File: src/rtl/clock_pkg.sv
// Shared time-of-day limits and field widths, reused by the display and alarm blocks.
package clock_pkg;

  localparam int HH_W = 5;
  localparam int MS_W = 6;

  localparam logic [HH_W-1:0] HH_MAX = 5'd23;
  localparam logic [MS_W-1:0] MM_MAX = 6'd59;
  localparam logic [MS_W-1:0] SS_MAX = 6'd59;

  typedef struct packed {
    logic [HH_W-1:0] hh;
    logic [MS_W-1:0] mm;
    logic [MS_W-1:0] ss;
  } hms_t;

  // True when every field of a requested time lies inside its legal range.
  function automatic logic fields_in_range(input logic [HH_W-1:0] h,
                                           input logic [MS_W-1:0] m,
                                           input logic [MS_W-1:0] s);
    return (h <= HH_MAX) && (m <= MM_MAX) && (s <= SS_MAX);
  endfunction

endpackage

File: src/rtl/clk_timekeeper_tick_sync.sv
// Brings the divider's square wave into the clk domain and flags every toggle.
// The edge output is named d_edge because "edge" is a reserved word.
module tick_sync (
  input  logic clk,
  input  logic rst,
  input  logic d_in,
  output logic d_edge
);

  logic s1, s2, s3;

  // Two-flop synchroniser followed by a history flop for edge detection.
  always_ff @(posedge clk or negedge rst) begin
    if (!rst) begin
      s1 <= 1'b0;
      s2 <= 1'b0;
      s3 <= 1'b0;
    end else begin
      s1 <= d_in;
      s2 <= s1;
      s3 <= s2;
    end
  end

  // Both rising and falling edges of the slow clock count as a tick.
  assign d_edge = s2 ^ s3;

endmodule

File: src/rtl/clk_timekeeper.sv
// 24 h time-of-day counter driven by synchronised divider ticks, with run/pause
// control and a range-checked time-set handshake.
module clk_timekeeper
  import clock_pkg::*;
#(
  parameter int TICKS_PER_SEC = 100,
  parameter int SUB_W         = 8
) (
  input  logic            clk,
  input  logic            rst,
  input  logic            tick_in,
  input  logic            run,
  input  logic            set_valid,
  input  logic [HH_W-1:0] set_hh,
  input  logic [MS_W-1:0] set_mm,
  input  logic [MS_W-1:0] set_ss,
  output logic            set_ready,
  output logic            set_err,
  output logic [HH_W-1:0] hh,
  output logic [MS_W-1:0] mm,
  output logic [MS_W-1:0] ss,
  output logic            sec_pulse
);

  localparam logic [SUB_W-1:0] SUB_MAX = SUB_W'(TICKS_PER_SEC - 1);

  logic             tick;
  logic [SUB_W-1:0] sub;
  logic             set_acc;
  logic             set_ok;
  logic             load;
  logic             cnt;
  logic             sec_adv;
  logic             ss_wrap;
  logic             mm_wrap;
  logic             hh_wrap;

  tick_sync u_tick_sync (
    .clk    (clk),
    .rst    (rst),
    .d_in   (tick_in),
    .d_edge (tick)
  );

  // A loaded set takes priority over a coincident tick; a rejected set does not.
  always_comb begin
    set_acc = set_valid & set_ready;
    set_ok  = fields_in_range(set_hh, set_mm, set_ss);
    load    = set_acc & set_ok;
    cnt     = tick & run & ~load;
    sec_adv = cnt & (sub == SUB_MAX);
    ss_wrap = (ss == SS_MAX);
    mm_wrap = (mm == MM_MAX);
    hh_wrap = (hh == HH_MAX);
  end

  // Sub-second tick counter; cleared by a successful set, frozen while paused.
  always_ff @(posedge clk or negedge rst) begin
    if (!rst) begin
      sub <= '0;
    end else if (load) begin
      sub <= '0;
    end else if (cnt) begin
      sub <= (sub == SUB_MAX) ? '0 : sub + SUB_W'(1);
    end
  end

  // Cascaded seconds/minutes/hours; wraps are compared before incrementing so no
  // field ever shows an out-of-range value.
  always_ff @(posedge clk or negedge rst) begin
    if (!rst) begin
      hh <= '0;
      mm <= '0;
      ss <= '0;
    end else if (load) begin
      hh <= set_hh;
      mm <= set_mm;
      ss <= set_ss;
    end else if (sec_adv) begin
      ss <= ss_wrap ? '0 : ss + 6'd1;
      if (ss_wrap) begin
        mm <= mm_wrap ? '0 : mm + 6'd1;
        if (mm_wrap) begin
          hh <= hh_wrap ? '0 : hh + 5'd1;
        end
      end
    end
  end

  // Handshake and status pulses: ready drops for one cycle after any accepted set.
  always_ff @(posedge clk or negedge rst) begin
    if (!rst) begin
      set_ready <= 1'b0;
      set_err   <= 1'b0;
      sec_pulse <= 1'b0;
    end else begin
      set_ready <= ~set_acc;
      set_err   <= set_acc & ~set_ok;
      sec_pulse <= sec_adv;
    end
  end

endmodule

File: config.mk
export PLATFORM = sky130hd
export DESIGN_NAME = clk_timekeeper
export DESIGN_NICKNAME = d
export VERILOG_FILES = /design/src/rtl/clock_pkg.sv /design/src/rtl/clk_timekeeper_tick_sync.sv /design/src/rtl/clk_timekeeper.sv
export SDC_FILE = /design/constraint.sdc
export NUM_CORES = 1
export LEC_CHECK = 0
export BUFFER_PORTS_ARGS = -buffer_cell sky130_fd_sc_hd__buf_2
export CORE_MARGIN = 2
export CORE_UTILIZATION = 45
export CTS_CLUSTER_DIAMETER = 50
export DETAILED_ROUTE_END_ITERATION = 8
export GPL_TIMING_DRIVEN = 0
export PLACE_DENSITY = 0.69
export SLEW_MARGIN = 20
export SYNTH_ARGS = -nofsm -noshare
export SYNTH_HDL_FRONTEND = slang
export SYNTH_SLANG_ARGS = --single-unit
File: constraint.sdc
create_clock -name clk -period 2.15 [get_ports clk]
set_input_delay 0.1075 -clock clk [delete_from_list [all_inputs] [get_ports clk]]
set_output_delay 0.1075 -clock clk [all_outputs]
set_load 0.01 [all_outputs]
======== After elaboration in Yosys (flattened, before gate mapping) ========
Index checks and enable logic that the tools add are counted.
word-level totals
  logic and storage cells ................. 54
  bits in registers ....................... 31
operators by class
  eq/ne operators ......................... 4
  reductions and logical operators ........ 8
  multiplexer cells ....................... 15
  magnitude comparators ................... 3
  bitwise operators ....................... 10
  add/subtract/negate cells ............... 4
operator list
  operator             count
  $mux 6               7
  $mux 5               5
  $mux 8               3
  $add 6x1->6 const B  2
  $eq 6x6->1 const B   2
  $le 6x6->1 const B   2
  $add 8x1->8 const B  1
  $eq 8x7->1 const B   1
  $reduce_bool 2->1    4
  $and 1x1->1          6
  $add 5x1->5 const B  1
  $eq 5x5->1 const B   1
  $le 5x5->1 const B   1
  $not 1->1            3
  $reduce_and 3->1     1
  $logic_and 1x1->1    2
  $reduce_and 2->1     1
  $xor 1x1->1          1

======== Depth between registers and ports, before layout ========
  depth in word-level cells ............... 9
  depth in mapped cells ................... 8

======== By module ========
From an unflattened synthesis, not the netlist that was laid out.
second synthesis, totals
  cell total of the unflattened synthesis .. 191
  area total of the unflattened synthesis .. 1739.2 um2
by module, submodules not included
  module          times used  cells an instance  area an instance (um2)
  clk_timekeeper  1           187                1655.3
  tick_sync       1           4                  83.8

======== Worst setup path before layout ========
Ideal clock, no wire load.
  kind .................................... reg2reg
  start point ............................. register ss[0]
  end point ............................... register mm[5]
  data arrival time ....................... 1.900 ns
  cell stages (with the launch flop) ...... 7
  period minus slack after synthesis ...... 1.982 ns
  path slack .............................. 0.168 ns
  cell sequence ........................... dfrtp_1 -> ha_1 -> nor2b_1 -> and4_2 -> nand4_4 -> or4b_1 -> a31oi_1
between the ends
  longest elaborated chain between the ends .. 3
ends and longest elaborated chain
  item                         RTL line              text
  from (decl)                  clk_timekeeper.sv:21  output logic [MS_W-1:0] ss,
  from (signal assigned)       clk_timekeeper.sv:78  ss <= set_ss;
  from (signal assigned)       clk_timekeeper.sv:80  ss <= ss_wrap ? '0 : ss + 6'd1;
  $eq 6x6->1                   clk_timekeeper.sv:52  ss_wrap = (ss == SS_MAX);
  $reduce_bool 2->1 (no line)  --
  $reduce_and 2->1 (no line)   --
  to (signal assigned)         clk_timekeeper.sv:77  mm <= set_mm;
  to (signal assigned)         clk_timekeeper.sv:82  mm <= mm_wrap ? '0 : mm + 6'd1;
  to (decl)                    clk_timekeeper.sv:20  output logic [MS_W-1:0] mm,
No other way between the ends.
A chain may end at the register's enable or synchronous reset.

======== Worst setup path in the final report ========
  start point ............................. register ss[1]
  end point ............................... register mm[5]
Same word-level chain as after synthesis.

==> impl_results.md <==
- Outcome: complete, no violations
- WL/cell: roughly 14 um
- ANT nets after route: 0
- Min-delay worst type: in2reg
- Inserted Diodes: 0
- Met3 Routed Length: 247 um
- Via count: roughly 1600
- Slowest-stage cell, CP: or4b_1
- Die width: approximately 65 um
- Peak supply drop: roughly 0.57 mV
- First-pass DRT Iterations: 5
- Layout cells sized above 1: between 20% and 30%
- I/O pin cnt: 42
- Area grow syn2layout: 25.0%
- Critical Path AT: ~2.2 ns
- Htree depth: 2
- Post-Syn Area: 1690 um^2
- Syn. warnings: 0
- Grt total ovfl: 0
- Post-Synthesis Cells: between 150 and 200
- Worst Max-Slew Pin Slew: 0.683 ns
- Clk buf depth: 2
- IO buf count: 41
- Num CTS Buffers: 5
- Int Power: about 1.0 mW
- MaxCap Viol Count: 0
- Register share of total power: between 40% and 50%
- Vias per Instance: ~5.5
- Setup violations, final: 0
- Largest net degree at the start of global routing: 32
- Worst hold margin: ~0.032 ns
- Crit path largest cell delay: 0.51 ns
- First-pass GRT wire length: between 6000 and 7000 um
- Switch share: around a third
- DRC viols: 0
- Achievable Freq: 494 MHz
- Die Ht: between 60 and 70 um
- Initial Util: between 40 and 50%
- Synth top area share: a little under half
- Final Slew Violations: 0
- Post-synth cell types: 38
- Required time worst endpoint: 2.35 ns
- Final HPWL DP: roughly 2800 um
- Row count: 22
- Most frequent cells in the layout: 41 x buf_2, 31 x dfrtp_1, 23 x nand2_1, 21 x nor2_1, 16 x o21ai_0
- Vias in the first global route: 1400
- Syn Nets: ~210
- Die area: 4260 um^2
- Filler cells: 335
- Placer congestion estimate: roughly 0.85
- Power per standard cell area: just over 700 nW/um^2
- Synth area leaders: dfrtp_1 46%, nand2_1 5.1%, o21ai_0 4.7%
- Sw power: around 0.5 mW
- Routed length on met2: ~1900 um
- Antenna violations before repair: 0
- Max Used Layer: met4
- Seq cells post-synth: 31
- Clock root buffer master: clkbuf_8
- Worst slew margin: approximately 54%
- Placeable Area: roughly 3600 um^2
- Total Routing Usage GR: between 15 and 20%
- Commonest non-fill, non-tap cell in the layout: buf_2
- Final hold vios: 0
- Worst-path clk slew: approximately 0.06 ns
- Critical path class: reg2reg
- Worst-path cell chain: ha_1, nor2b_4, and4_4, nand4_4, or4b_1, a31oi_1
- Crit. End Element: flip-flop
- Routed WL: 4070 um
- Post-Syn Area per Cell: slightly above 9 um^2
- Crit start category: flip-flop
- Clock Latency Late Sink: approximately 0.29 ns
- Min cycle time layout: just over 2 ns
- Static Leakage: between 0.9 and 1 nW
- Final nets: between 200 and 300
- Max FO, Critical Path: 6
- Worst clock skew: approximately 0.0066 ns
- Seq/Total Area, Yosys: a little under half
- Clock Power Share: 27.4%
- DP Worst Slack: approximately 0.014 ns
- DRT iter0 DRCs: ~120
- DRT met1 WL: between 1500 and 2000 um
- Final worst slack: around 0.13 ns
- CTS tree: built
- Gate power share: between 20% and 30%
- # clock sinks: 31
- Area leader, netlist: dfrtp_1
- Final worst path period share: between 90% and 100%
logic make-up (layout without fill, tap and decap cells):
| kind of cell | count (synthesis) | after routing | share of synthesized area, % |
|---|---|---|---|
| adders and majority gates | 4 | 4 | 2.96 |
| AOI/OAI and AO/OA | 46 | 46 | 15.7 |
| xor gates and xnor gates | 4 | 4 | 2.07 |
| muxes | 6 | 6 | 3.55 |
| and+or+nand+nor | 84 | 84 | 27.2 |
| DFF | 31 | 31 | 45.9 |
| buffers and inverters | 11 | 64 | 2.59 |
stage by stage:
stage          cells  power [mW]  setup TNS (ns)  utilization, %  area [um^2]
5_1_grt          287        1.62         -0.0255            58.2         2110
2_1_floorplan    186       0.929               0               -         1690
6_report         287        1.52               0            58.2         2110
4_1_cts          283        1.50               0            56.4         2050
3_5_place_dp     275        1.07               0            53.8         1960
3_3_place_gp     275        1.07               0            53.8         1960
power by group through the flow:
stage	Clock (mW)	Combinational, mW	Sequential, mW
floorplan	0	0.167	0.762
global placement	0	0.320	0.746
detailed placement	0	0.327	0.747
CTS	0.433	0.330	0.738
global route	0.462	0.402	0.758
finish	0.418	0.359	0.747
metal layers:
layer,track usage [%],vias to the layer above
li1,-,782
met1,25.9,752
met2,30.1,52
met3,6.68,5
met4,9.38,0
met5,0,-
path summary, 6_finish.rpt:
check / startpoint / depth (start not counted) / to / slack, ns
max in group asynchronous: rst / 2 / sec_pulse / 1.30
worst max-delay path: ss[1] / 6 / mm[5] / 0.13
worst min-delay path: set_mm[0] / 3 / mm[0] / 0.03
worst min register to register: u_tick_sync.s1 / 0 / u_tick_sync.s2 / 0.35
min in group asynchronous: rst / 2 / hh[4] / 0.39
worst max register to register: ss[1] / 6 / mm[5] / 0.13
final cells by class:
| cell class | count | area (um^2) | area share (%) |
|---|---|---|---|
| multi-input combinational | 144 | 901 | 42.6 |
| sequential | 31 | 776 | 36.7 |
| timing repair buffer | 47 | 255 | 12.1 |
| clock buffer | 6 | 72.6 | 3.43 |
| tap | 48 | 60.1 | 2.84 |
| buffer | 8 | 37.5 | 1.78 |
| inverter | 3 | 11.3 | 0.533 |
worst max-delay path, delay by kind of cell, from the launching register on:
| kind | cells | cell delay [ns] |
|---|---|---|
| fa+ha+maj | 1 | 0.22 |
| compound gates | 1 | 0.19 |
| flops | 1 | 0.41 |
| simple gates | 4 | 1.11 |
synthesized netlist by cell type (all sizes together):
| cell | number |
|---|---|
| a311oi | 2 |
| o21ai | 16 |
| xnor2 | 1 |
| o31ai | 1 |
| nand3b | 1 |
| mux2i | 6 |
| ha | 4 |
| or4b | 2 |
| a21o | 3 |
| a31oi | 10 |
| and2 | 3 |
| inv | 3 |
| xor2 | 3 |
| nor2 | 21 |
| nand4 | 7 |
| a21oi | 12 |
| buf | 2 |
| nor4b | 1 |
| a22oi | 1 |
| and4 | 2 |
| or4 | 1 |
| clkbuf | 6 |
| nor2b | 2 |
| dfrtp | 31 |
| nand3 | 7 |
| a211oi | 1 |
| nand2 | 23 |
| nor3 | 4 |
| nor4 | 1 |
| and2b | 1 |
| and3 | 5 |
| or2 | 1 |
| nor3b | 1 |
| and3b | 1 |
registers in the layout, indices dropped and copies added, names as in the netlist, 5 cells and up:
register	flops
hh	5
ss	6
mm	6
sub	8
what timing repair did:
item	4_1_cts	5_1_grt
hold endpoints to repair	32	0
hold buffers	2	0
pin swaps	0	1
endpoints found under the setup margin	1	10
buffers inserted	0	4
resized for setup	1	8
No activity file was read; power rests on OpenSTA's default activity.
